===== src/rtl/mem_arbiter_if.sv =====
// mem_arbiter_if: the single memory port that mem_arbiter drives.
//
// Handshake: the master raises mem_valid with mem_write/mem_addr/mem_wdata/
// mem_byte_en and holds all of them stable until a cycle in which the slave
// drives mem_ready=1. That cycle both accepts and completes the transaction;
// for reads mem_rdata is valid only in that cycle. mem_ready is ignored while
// mem_valid=0.
//
// Signals:
//   mem_valid   master->slave  transaction active
//   mem_write   master->slave  1 = store, 0 = load/fetch
//   mem_addr    master->slave  byte address
//   mem_wdata   master->slave  store data
//   mem_byte_en master->slave  byte enables (all ones for reads)
//   mem_ready   slave->master  transaction completes this cycle
//   mem_rdata   slave->master  read data, valid with mem_ready
interface mem_arbiter_if #(
  parameter int DATA_WIDTH = 32,
  parameter int ADDR_WIDTH = 32
);
  logic                    mem_valid;
  logic                    mem_write;
  logic [ADDR_WIDTH-1:0]   mem_addr;
  logic [DATA_WIDTH-1:0]   mem_wdata;
  logic [DATA_WIDTH/8-1:0] mem_byte_en;
  logic                    mem_ready;
  logic [DATA_WIDTH-1:0]   mem_rdata;

  modport master (
    output mem_valid, mem_write, mem_addr, mem_wdata, mem_byte_en,
    input  mem_ready, mem_rdata
  );

  modport slave (
    input  mem_valid, mem_write, mem_addr, mem_wdata, mem_byte_en,
    output mem_ready, mem_rdata
  );
endinterface


===== src/rtl/mem_arbiter.sv =====
// mem_arbiter: shares one memory port between instruction fetch and data
// access. One transaction is outstanding at a time; simultaneous requests are
// granted round-robin. Completion is reported with a one-cycle done pulse and
// registered read data. Fetches can be cancelled (bus cycle still completes,
// result dropped). A watchdog ends a transaction that waits too long for
// mem_ready and raises a sticky bus_error.
//
// Ports:
//   clk, rst                 clock, synchronous active-high reset
//   if_req/if_addr/if_cancel fetch request (level), address, flush cancel
//   if_rdata/if_done         fetched word and its completion pulse
//   dm_req/dm_write/dm_addr/dm_wdata/dm_byte_en  data request
//   dm_rdata/dm_done         load data and its completion pulse
//   bus                      memory port (mem_arbiter_if master)
//   busy                     a transaction is in flight
//   bus_error                sticky watchdog timeout flag
//   state_dbg                current FSM state (0 IDLE, 1 FETCH, 2 DATA)
module mem_arbiter #(
  parameter int DATA_WIDTH = 32,
  parameter int ADDR_WIDTH = 32,
  parameter int WAIT_LIMIT = 255
) (
  input  logic                    clk,
  input  logic                    rst,
  input  logic                    if_req,
  input  logic [ADDR_WIDTH-1:0]   if_addr,
  input  logic                    if_cancel,
  output logic [DATA_WIDTH-1:0]   if_rdata,
  output logic                    if_done,
  input  logic                    dm_req,
  input  logic                    dm_write,
  input  logic [ADDR_WIDTH-1:0]   dm_addr,
  input  logic [DATA_WIDTH-1:0]   dm_wdata,
  input  logic [DATA_WIDTH/8-1:0] dm_byte_en,
  output logic [DATA_WIDTH-1:0]   dm_rdata,
  output logic                    dm_done,
  mem_arbiter_if.master           bus,
  output logic                    busy,
  output logic                    bus_error,
  output logic [1:0]              state_dbg
);

  localparam int CNT_W = $clog2(WAIT_LIMIT + 1);
  localparam logic LG_FETCH = 1'b0;
  localparam logic LG_DATA  = 1'b1;

  typedef enum logic [1:0] {
    IDLE  = 2'd0,
    FETCH = 2'd1,
    DATA  = 2'd2
  } state_t;

  state_t                  state_q, state_d;
  logic                    last_grant_q;
  logic                    discard_q;
  logic [CNT_W-1:0]        wait_cnt_q;
  logic                    bus_error_q;
  logic                    write_q;
  logic [ADDR_WIDTH-1:0]   addr_q;
  logic [DATA_WIDTH-1:0]   wdata_q;
  logic [DATA_WIDTH/8-1:0] byte_en_q;
  logic [DATA_WIDTH-1:0]   if_rdata_q, dm_rdata_q;
  logic                    if_done_q, dm_done_q;

  logic elig_if, grant_if, grant_dm, finish, timeout;

  always_comb begin
    state_d  = state_q;
    elig_if  = if_req && !if_cancel;
    grant_if = 1'b0;
    grant_dm = 1'b0;
    finish   = 1'b0;
    timeout  = 1'b0;
    case (state_q)
      IDLE: begin
        // Data wins when it is the only eligible request, or on a tie when
        // fetch had the previous grant.
        if (dm_req && (!elig_if || last_grant_q == LG_FETCH)) begin
          grant_dm = 1'b1;
          state_d  = DATA;
        end else if (elig_if) begin
          grant_if = 1'b1;
          state_d  = FETCH;
        end
      end
      FETCH, DATA: begin
        if (bus.mem_ready) begin
          finish  = 1'b1;
          state_d = IDLE;
        end else if (wait_cnt_q == CNT_W'(WAIT_LIMIT)) begin
          timeout = 1'b1;
          state_d = IDLE;
        end
      end
      default: state_d = IDLE;
    endcase
  end

  always_ff @(posedge clk) begin
    if (rst) begin
      state_q      <= IDLE;
      last_grant_q <= LG_FETCH;
      discard_q    <= 1'b0;
      wait_cnt_q   <= '0;
      bus_error_q  <= 1'b0;
      write_q      <= 1'b0;
      addr_q       <= '0;
      wdata_q      <= '0;
      byte_en_q    <= '0;
      if_rdata_q   <= '0;
      dm_rdata_q   <= '0;
      if_done_q    <= 1'b0;
      dm_done_q    <= 1'b0;
    end else begin
      state_q   <= state_d;
      if_done_q <= 1'b0;
      dm_done_q <= 1'b0;

      if (grant_dm) begin
        addr_q       <= dm_addr;
        wdata_q      <= dm_wdata;
        byte_en_q    <= dm_write ? dm_byte_en : '1;
        write_q      <= dm_write;
        last_grant_q <= LG_DATA;
        wait_cnt_q   <= '0;
      end else if (grant_if) begin
        addr_q       <= if_addr;
        wdata_q      <= '0;
        byte_en_q    <= '1;
        write_q      <= 1'b0;
        last_grant_q <= LG_FETCH;
        wait_cnt_q   <= '0;
      end

      if (finish || timeout) begin
        // A timed-out transaction reports zero data.
        discard_q <= 1'b0;
        if (state_q == FETCH) begin
          if_rdata_q <= finish ? bus.mem_rdata : '0;
          if_done_q  <= !(discard_q || if_cancel);
        end else begin
          dm_rdata_q <= finish ? bus.mem_rdata : '0;
          dm_done_q  <= 1'b1;
        end
      end else if (state_q != IDLE) begin
        wait_cnt_q <= wait_cnt_q + CNT_W'(1);
        if (state_q == FETCH && if_cancel) discard_q <= 1'b1;
      end

      if (timeout) bus_error_q <= 1'b1;
    end
  end

  assign bus.mem_valid   = (state_q != IDLE);
  assign bus.mem_write   = write_q;
  assign bus.mem_addr    = addr_q;
  assign bus.mem_wdata   = wdata_q;
  assign bus.mem_byte_en = byte_en_q;

  assign if_rdata  = if_rdata_q;
  assign if_done   = if_done_q;
  assign dm_rdata  = dm_rdata_q;
  assign dm_done   = dm_done_q;
  assign busy      = (state_q != IDLE);
  assign bus_error = bus_error_q;
  assign state_dbg = state_q;

endmodule


===== src/flat_wrapper.sv =====
// flat-port wrapper written by rule: the top's interface ports become plain ports
module mem_arbiter_flat 
#(
  parameter int DATA_WIDTH = 32,
  parameter int ADDR_WIDTH = 32,
  parameter int WAIT_LIMIT = 255
)
  (clk, rst, if_req, if_addr, if_cancel, if_rdata, if_done, dm_req, dm_write, dm_addr, dm_wdata, dm_byte_en, dm_rdata, dm_done, busy, bus_error, state_dbg, bus_mem_valid, bus_mem_write, bus_mem_addr, bus_mem_wdata, bus_mem_byte_en, bus_mem_ready, bus_mem_rdata);
  mem_arbiter_if #(.DATA_WIDTH(DATA_WIDTH), .ADDR_WIDTH(ADDR_WIDTH)) bus_i ();
  input  logic clk;
  input  logic rst;
  input  logic if_req;
  input  logic [ADDR_WIDTH-1:0] if_addr;
  input  logic if_cancel;
  output logic [DATA_WIDTH-1:0] if_rdata;
  output logic if_done;
  input  logic dm_req;
  input  logic dm_write;
  input  logic [ADDR_WIDTH-1:0] dm_addr;
  input  logic [DATA_WIDTH-1:0] dm_wdata;
  input  logic [DATA_WIDTH/8-1:0] dm_byte_en;
  output logic [DATA_WIDTH-1:0] dm_rdata;
  output logic dm_done;
  output logic busy;
  output logic bus_error;
  output logic [1:0] state_dbg;
  output wire logic [$bits(bus_i.mem_valid)-1:0] bus_mem_valid;
  output wire logic [$bits(bus_i.mem_write)-1:0] bus_mem_write;
  output wire logic [$bits(bus_i.mem_addr)-1:0] bus_mem_addr;
  output wire logic [$bits(bus_i.mem_wdata)-1:0] bus_mem_wdata;
  output wire logic [$bits(bus_i.mem_byte_en)-1:0] bus_mem_byte_en;
  input wire logic [$bits(bus_i.mem_ready)-1:0] bus_mem_ready;
  input wire logic [$bits(bus_i.mem_rdata)-1:0] bus_mem_rdata;
  assign bus_mem_valid = bus_i.mem_valid;
  assign bus_mem_write = bus_i.mem_write;
  assign bus_mem_addr = bus_i.mem_addr;
  assign bus_mem_wdata = bus_i.mem_wdata;
  assign bus_mem_byte_en = bus_i.mem_byte_en;
  assign bus_i.mem_ready = bus_mem_ready;
  assign bus_i.mem_rdata = bus_mem_rdata;
  mem_arbiter #(.DATA_WIDTH(DATA_WIDTH), .ADDR_WIDTH(ADDR_WIDTH), .WAIT_LIMIT(WAIT_LIMIT)) u_core (.clk(clk), .rst(rst), .if_req(if_req), .if_addr(if_addr), .if_cancel(if_cancel), .if_rdata(if_rdata), .if_done(if_done), .dm_req(dm_req), .dm_write(dm_write), .dm_addr(dm_addr), .dm_wdata(dm_wdata), .dm_byte_en(dm_byte_en), .dm_rdata(dm_rdata), .dm_done(dm_done), .bus(bus_i), .busy(busy), .bus_error(bus_error), .state_dbg(state_dbg));
endmodule

===== config.mk =====
export PLATFORM = sky130hd
export DESIGN_NAME = mem_arbiter_flat
export DESIGN_NICKNAME = d
export VERILOG_FILES = /design/src/rtl/mem_arbiter_if.sv /design/src/rtl/mem_arbiter.sv /design/src/flat_wrapper.sv
export SDC_FILE = /design/constraint.sdc
export NUM_CORES = 1
export LEC_CHECK = 0
export BUFFER_PORTS_ARGS = -buffer_cell sky130_fd_sc_hd__buf_4
export CORE_ASPECT_RATIO = 1.2
export CORE_MARGIN = 2
export CORE_UTILIZATION = 46
export DETAILED_ROUTE_END_ITERATION = 8
export PLACE_DENSITY_LB_ADDON = 0.08
export SLEW_MARGIN = 30
export SYNTH_ARGS = -nofsm -noshare
export SYNTH_HDL_FRONTEND = slang
export SYNTH_SLANG_ARGS = --single-unit

===== constraint.sdc =====
create_clock -name clk -period 2.3 [get_ports clk]
set_clock_uncertainty 0.15 [all_clocks]
set_input_delay 0.46 -clock clk [delete_from_list [all_inputs] [get_ports clk]]
set_output_delay 0.46 -clock clk [all_outputs]
set_load 0.01 [all_outputs]

* Word-level counts from Yosys, hierarchy flattened
Index checks and enable logic that the tools add are counted.
** Word-level totals
- Logic and storage cells :: 73
- Output and inout port bits :: 140
- Bits of input ports :: 139
- Register bits :: 148
** Cells by class
- Bitwise logic cells :: 3
- Equal/unequal tests :: 5
- Mux-type cells :: 31
- Add/sub/neg operators :: 1
- Reduce and logical (&&, ||, !) cells :: 20
** Operator list (count)
- $mux W32 :: 5
- $mux W8 :: 4
- $mux W1 :: 14
- $mux W4 :: 3
- $add A8 B1 Y8 const B :: 1
- $eq A8 B8 Y1 const B :: 1
- $mux W2 :: 4
- $reduce_and A2 Y1 :: 4
- $reduce_or A2 Y1 :: 3
- $pmux W2 S2 :: 1
- $reduce_bool A2 Y1 :: 2
- $logic_and A1 B1 Y1 :: 3
- $logic_not A1 Y1 :: 3
- $logic_or A1 B1 Y1 :: 3
- $ne A3 B1 Y1 const B :: 1
- $ne A3 B2 Y1 const B :: 1
- $not A1 Y1 :: 3
- $reduce_or A3 Y1 :: 1
- $eq A2 B1 Y1 const B :: 1
- $eq A2 B2 Y1 const B :: 1
- $logic_not A2 Y1 :: 1

* Logic depth before layout (Yosys ltp)
- Depth in word-level cells :: 11
- Depth in mapped cells :: 8
- Depth with buffers taken out :: 6

* Least setup slack after synthesis
Ideal clock, no wire load.
- Path kind :: register -> register
- Start point :: register u_core.state_q[0], in the netlist u_core.state_dbg[0]
- End point :: register u_core.wait_cnt_q[3]
- Period minus slack after synthesis :: 2.002 ns
- Stages on the path, launching flop included :: 8
- Slack :: 0.298 ns
- Buffers on the path :: 1
- Required time :: 2.080 ns
- Data arrival time :: 1.782 ns
- Cells stage by stage :: dfxtp_1 > inv_1 > ha_1 > nand2_1 > o21ai_2 > buf_6 > or4_1 > a21boi_1
** Between the ends
- Longest elaborated chain between the ends :: 6
** Ends and longest elaborated chain
- start, declared :: line mem_arbiter.sv:53 : state_t state_q, state_d;
- start signal, assigned :: line mem_arbiter.sv:115 : state_q <= state_d;
- $logic_not A2 Y1 :: line mem_arbiter.sv:74 : case (state_q)
- $mux W1 :: line mem_arbiter.sv:74
- $mux W8 :: line mem_arbiter.sv:126 : end else if (grant_if) begin
- $mux W8 :: line mem_arbiter.sv:119 : if (grant_dm) begin
- $mux W8 :: line mem_arbiter.sv:145 : end else if (state_q != IDLE) begin
- $mux W8 * :: line mem_arbiter.sv:135 : if (finish || timeout) begin
- end signal, assigned :: line mem_arbiter.sv:146 : wait_cnt_q <= wait_cnt_q + CNT_W'(1);
- end, declared :: line mem_arbiter.sv:56 : logic [CNT_W-1:0] wait_cnt_q;
Every way passes the cells marked *; elsewhere a longest branch is shown, timed or not.
A chain may end at the register's enable or synchronous reset.

* Worst setup path after layout
- Start point :: register u_core.state_q[0], in the netlist u_core.state_dbg[0]
- End point :: register u_core.if_rdata_q[14], in the netlist u_core.if_rdata[14]
** Between the ends
- Longest elaborated chain between the ends :: 5
** Ends and longest elaborated chain
- $eq A2 B2 Y1 or $eq A2 B1 Y1 (tied branches) :: line mem_arbiter.sv:74, mem_arbiter.sv:138
- $reduce_or A2 Y1 :: line mem_arbiter.sv:74
- $mux W1 :: line mem_arbiter.sv:74
- $logic_or A1 B1 Y1 :: line mem_arbiter.sv:135
- $reduce_and A2 Y1 (no line)
- end signal, assigned :: line mem_arbiter.sv:139 : if_rdata_q <= finish ? bus.mem_rdata : '0;
- end, declared :: line mem_arbiter.sv:62 : logic [DATA_WIDTH-1:0] if_rdata_q, dm_rdata_q;
Several ways; a longest one is shown, not always the timed one.

==> flow_metrics.tcl <==
set metrics [dict create \
    clk_pin_slew_ns 0.06 \
    dr.pass1.iters 5 \
    netlist.area_leader.share 0.531 \
    yosys.area_share.simple 0.0953 \
    cts_htree_levels 4 \
    drv_cap 0 \
    initial_utilization 0.467 \
    final_nets 922 \
    die_h_um 125 \
    max-clock-path-buffers 2 \
    clock-root-buffer "clkbuf_16" \
    relSlewSlack 0.699 \
    synth_largest_area_cell "dfxtp_1" \
    min_path_cells 2 \
    r2r-start "u_core.state_dbg[0]" \
    cp-end-kind "flop" \
    start_kind "flop" \
    area_growth_pct 49.8 \
    finalPower_w 0.00676 \
    numPortBuffers 278 \
    ir_drop_v 0.000482 \
    grt_max_degree 40 \
    row_count 44 \
    synth_mux_area_frac 0 \
    num_vias 5126 \
    grt_pass1_vias 5285 \
    yosys.area_share.adder 0.00673 \
    synth_area_leaders "dfxtp_1, o2bb2ai_1, a2bb2o_4, a22o_1, o221ai_1" \
    cts-resized-gates 0 \
    drtAntennaViolNets 0 \
    crit_path_max_fanout 23 \
    grt-ovfl-total 0 \
    ys_types 50 \
    viasPerCell 5.37 \
    grt_pass1_wl_um 26200 \
    clock-sinks 148 \
    synth_compound_area_frac 0.312 \
    synth_edf_count 0 \
    drt-total-wl_um 16100 \
    min_period_ns 2.17 \
    track_usage 0.248 \
    drt_iter0_markers 219 \
    yosys_most_used_dff "dfxtp_1" \
    cts_hold_buf 0 \
    coreArea_um2 11900 \
    setup_violations 0 \
    r2r_end "u_core.if_rdata[14]" \
    synth-seq-area-share 0.531 \
    r2r_slack_ns 0.13 \
    postSynthCellCount 512 \
    synth-xor-area-share 0 \
    antenna_found_initial 0 \
    crit_required_ns 2.46 \
    die_area_um2 13000 \
    ys_seq_elements 148 \
    drive_above_1_share 0.449 \
    hold_class "in -> reg" \
    hpwlAfterDp_um 11500 \
    clock_latency_ns 0.41 \
    p_per_area_nw_per_um2 809 \
    rsz0062_at_grt "no" \
    cts_tree "yes" \
    syn_area_per_cell_um2 10.9 \
    rr_worst_depth 7 \
    outcome "complete, no violations" \
    arrival_ns 2.33 \
    syn_nets 654 \
    drv_slew 0 \
    ys_warn_count 0 \
    post-cts-setup-buffers 0 \
    crit_type "reg -> reg" \
    hold_viol 0 \
    cts_buffers 17 \
    synth_top_family_by_area "compound AO/OA/AOI/OAI gates" \
    fin_setup_tns_ns 0 \
    max_freq_ghz 0.461 \
    worstHoldStart "if_cancel" \
    syn-cell-area_um2 5580 \
    fin_crit_sh 0.944 \
    place_congestion 0.891 \
    worst_slew_pin_slew_ns 0.452 \
    p_leak_nw 3.71 \
    synthArstFlopShare 0 \
    die_w_um 105 \
    wl_per_cell_um 16.8 \
    drc 0 \
    insertedDiodeCount 0 \
    boundaryPins 279 \
    synth_most_common_cell "dfxtp_1" \
    min_to "u_core.if_done" \
    synthTopCellsByCount "dfxtp_1, nand2_1, o2bb2ai_1, a21oi_1" \
]
[sequential cells by signal (all words and copies together), names as in the netlist]
signal,cells
u_core.if_done,1
u_core.bus.mem_byte_en,4
u_core.discard_q,1
u_core.dm_rdata,32
u_core.bus_error,1
u_core.wait_cnt_q,8
u_core.last_grant_q,1
u_core.if_rdata,32
u_core.bus.mem_write,1
u_core.dm_done,1
u_core.bus.mem_wdata,32
u_core.state_dbg,2
u_core.bus.mem_addr,32
[how the worst max path moves through the flow]
stage / startpoint / end / slack [ns] / depth (start not counted)
3_3_place_gp: u_core.state_dbg[0] / u_core.if_rdata[14] / 0.20 / 7
4_1_cts: u_core.state_dbg[0] / u_core.if_rdata[12] / 0.12 / 7
6_report: u_core.state_dbg[0] / u_core.if_rdata[14] / 0.13 / 7
5_1_grt: u_core.state_dbg[0] / u_core.if_rdata[14] / 0.03 / 7
2_1_floorplan: u_core.state_dbg[0] / u_core.wait_cnt_q[3] / 0.30 / 7
3_5_place_dp: u_core.state_dbg[0] / u_core.if_rdata[10] / 0.13 / 7
[stage by stage]
stage / instances / area [um2] / worst slack, ns / util / hold WS, ns
floorplan: 512 / 5580 / 0.298 / - / 0.248
global placement: 922 / 7770 / 0.199 / 0.651 / 0.258
detailed placement: 922 / 7770 / 0.134 / 0.651 / 0.272
CTS: 954 / 8360 / 0.117 / 0.700 / 0.0827
global route: 954 / 8360 / 0.0341 / 0.700 / 0.0949
finish: 954 / 8360 / 0.130 / 0.700 / 0.0994
[kinds of logic after synthesis]
family	count (synthesis)
AOI/OAI and AO/OA	195
and+or+nand+nor	113
adders and majority gates	3
DFF	148
buffers and inverters	53
[final cells by class]
type                    instances  area, um2
well taps                     161        201
multi-input cells             311       2320
fillers                       893       3590
clock inverters                15        160
clock buffers                  17        425
flip-flops and latches        148       2960
inverters                       7       26.3
repair buffers                295       2260
[layer usage]
layer	share of wire	GRT usage
met1	0.40	0.286
met2	0.51	0.426
met3	0.076	0.0785
met4	0.017	0.0978
met5	0	0
[placed cells by master (no fill, tap or decap), drive strengths merged, types with 3 or more instances in the layout]
cell type | synthesis | routed
clkbuf | 18 | 17
o221a | 4 | 4
nor2b | 3 | 3
nand2 | 69 | 69
buf | 28 | 295
ha | 3 | 3
a21o | 3 | 3
o21a | 3 | 3
a32o | 4 | 4
a2bb2o | 17 | 17
o2bb2ai | 45 | 45
o221ai | 32 | 32
nand4 | 5 | 5
nor2 | 11 | 11
dfxtp | 148 | 148
a22o | 32 | 32
nand3 | 10 | 10
o21ai | 3 | 3
inv | 7 | 17
a21oi | 38 | 38
[critical path, stage by stage, from the launching register on]
cell,delay (ns)
dfxtp_1,0.38
inv_1,0.06
ha_1,0.40
nand4_2,0.18
o21ai_2,0.29
a21oi_4,0.17
buf_12,0.21
a2bb2o_4,0.22
[where the power goes]
part	internal (W)	switching, W	leakage [nW]
combinational	0.000605	0.000595	2.22
clock	0.00154	0.00118	0.284
sequential	0.00274	0.000101	1.21
Power figures use the tool's default switching activity.
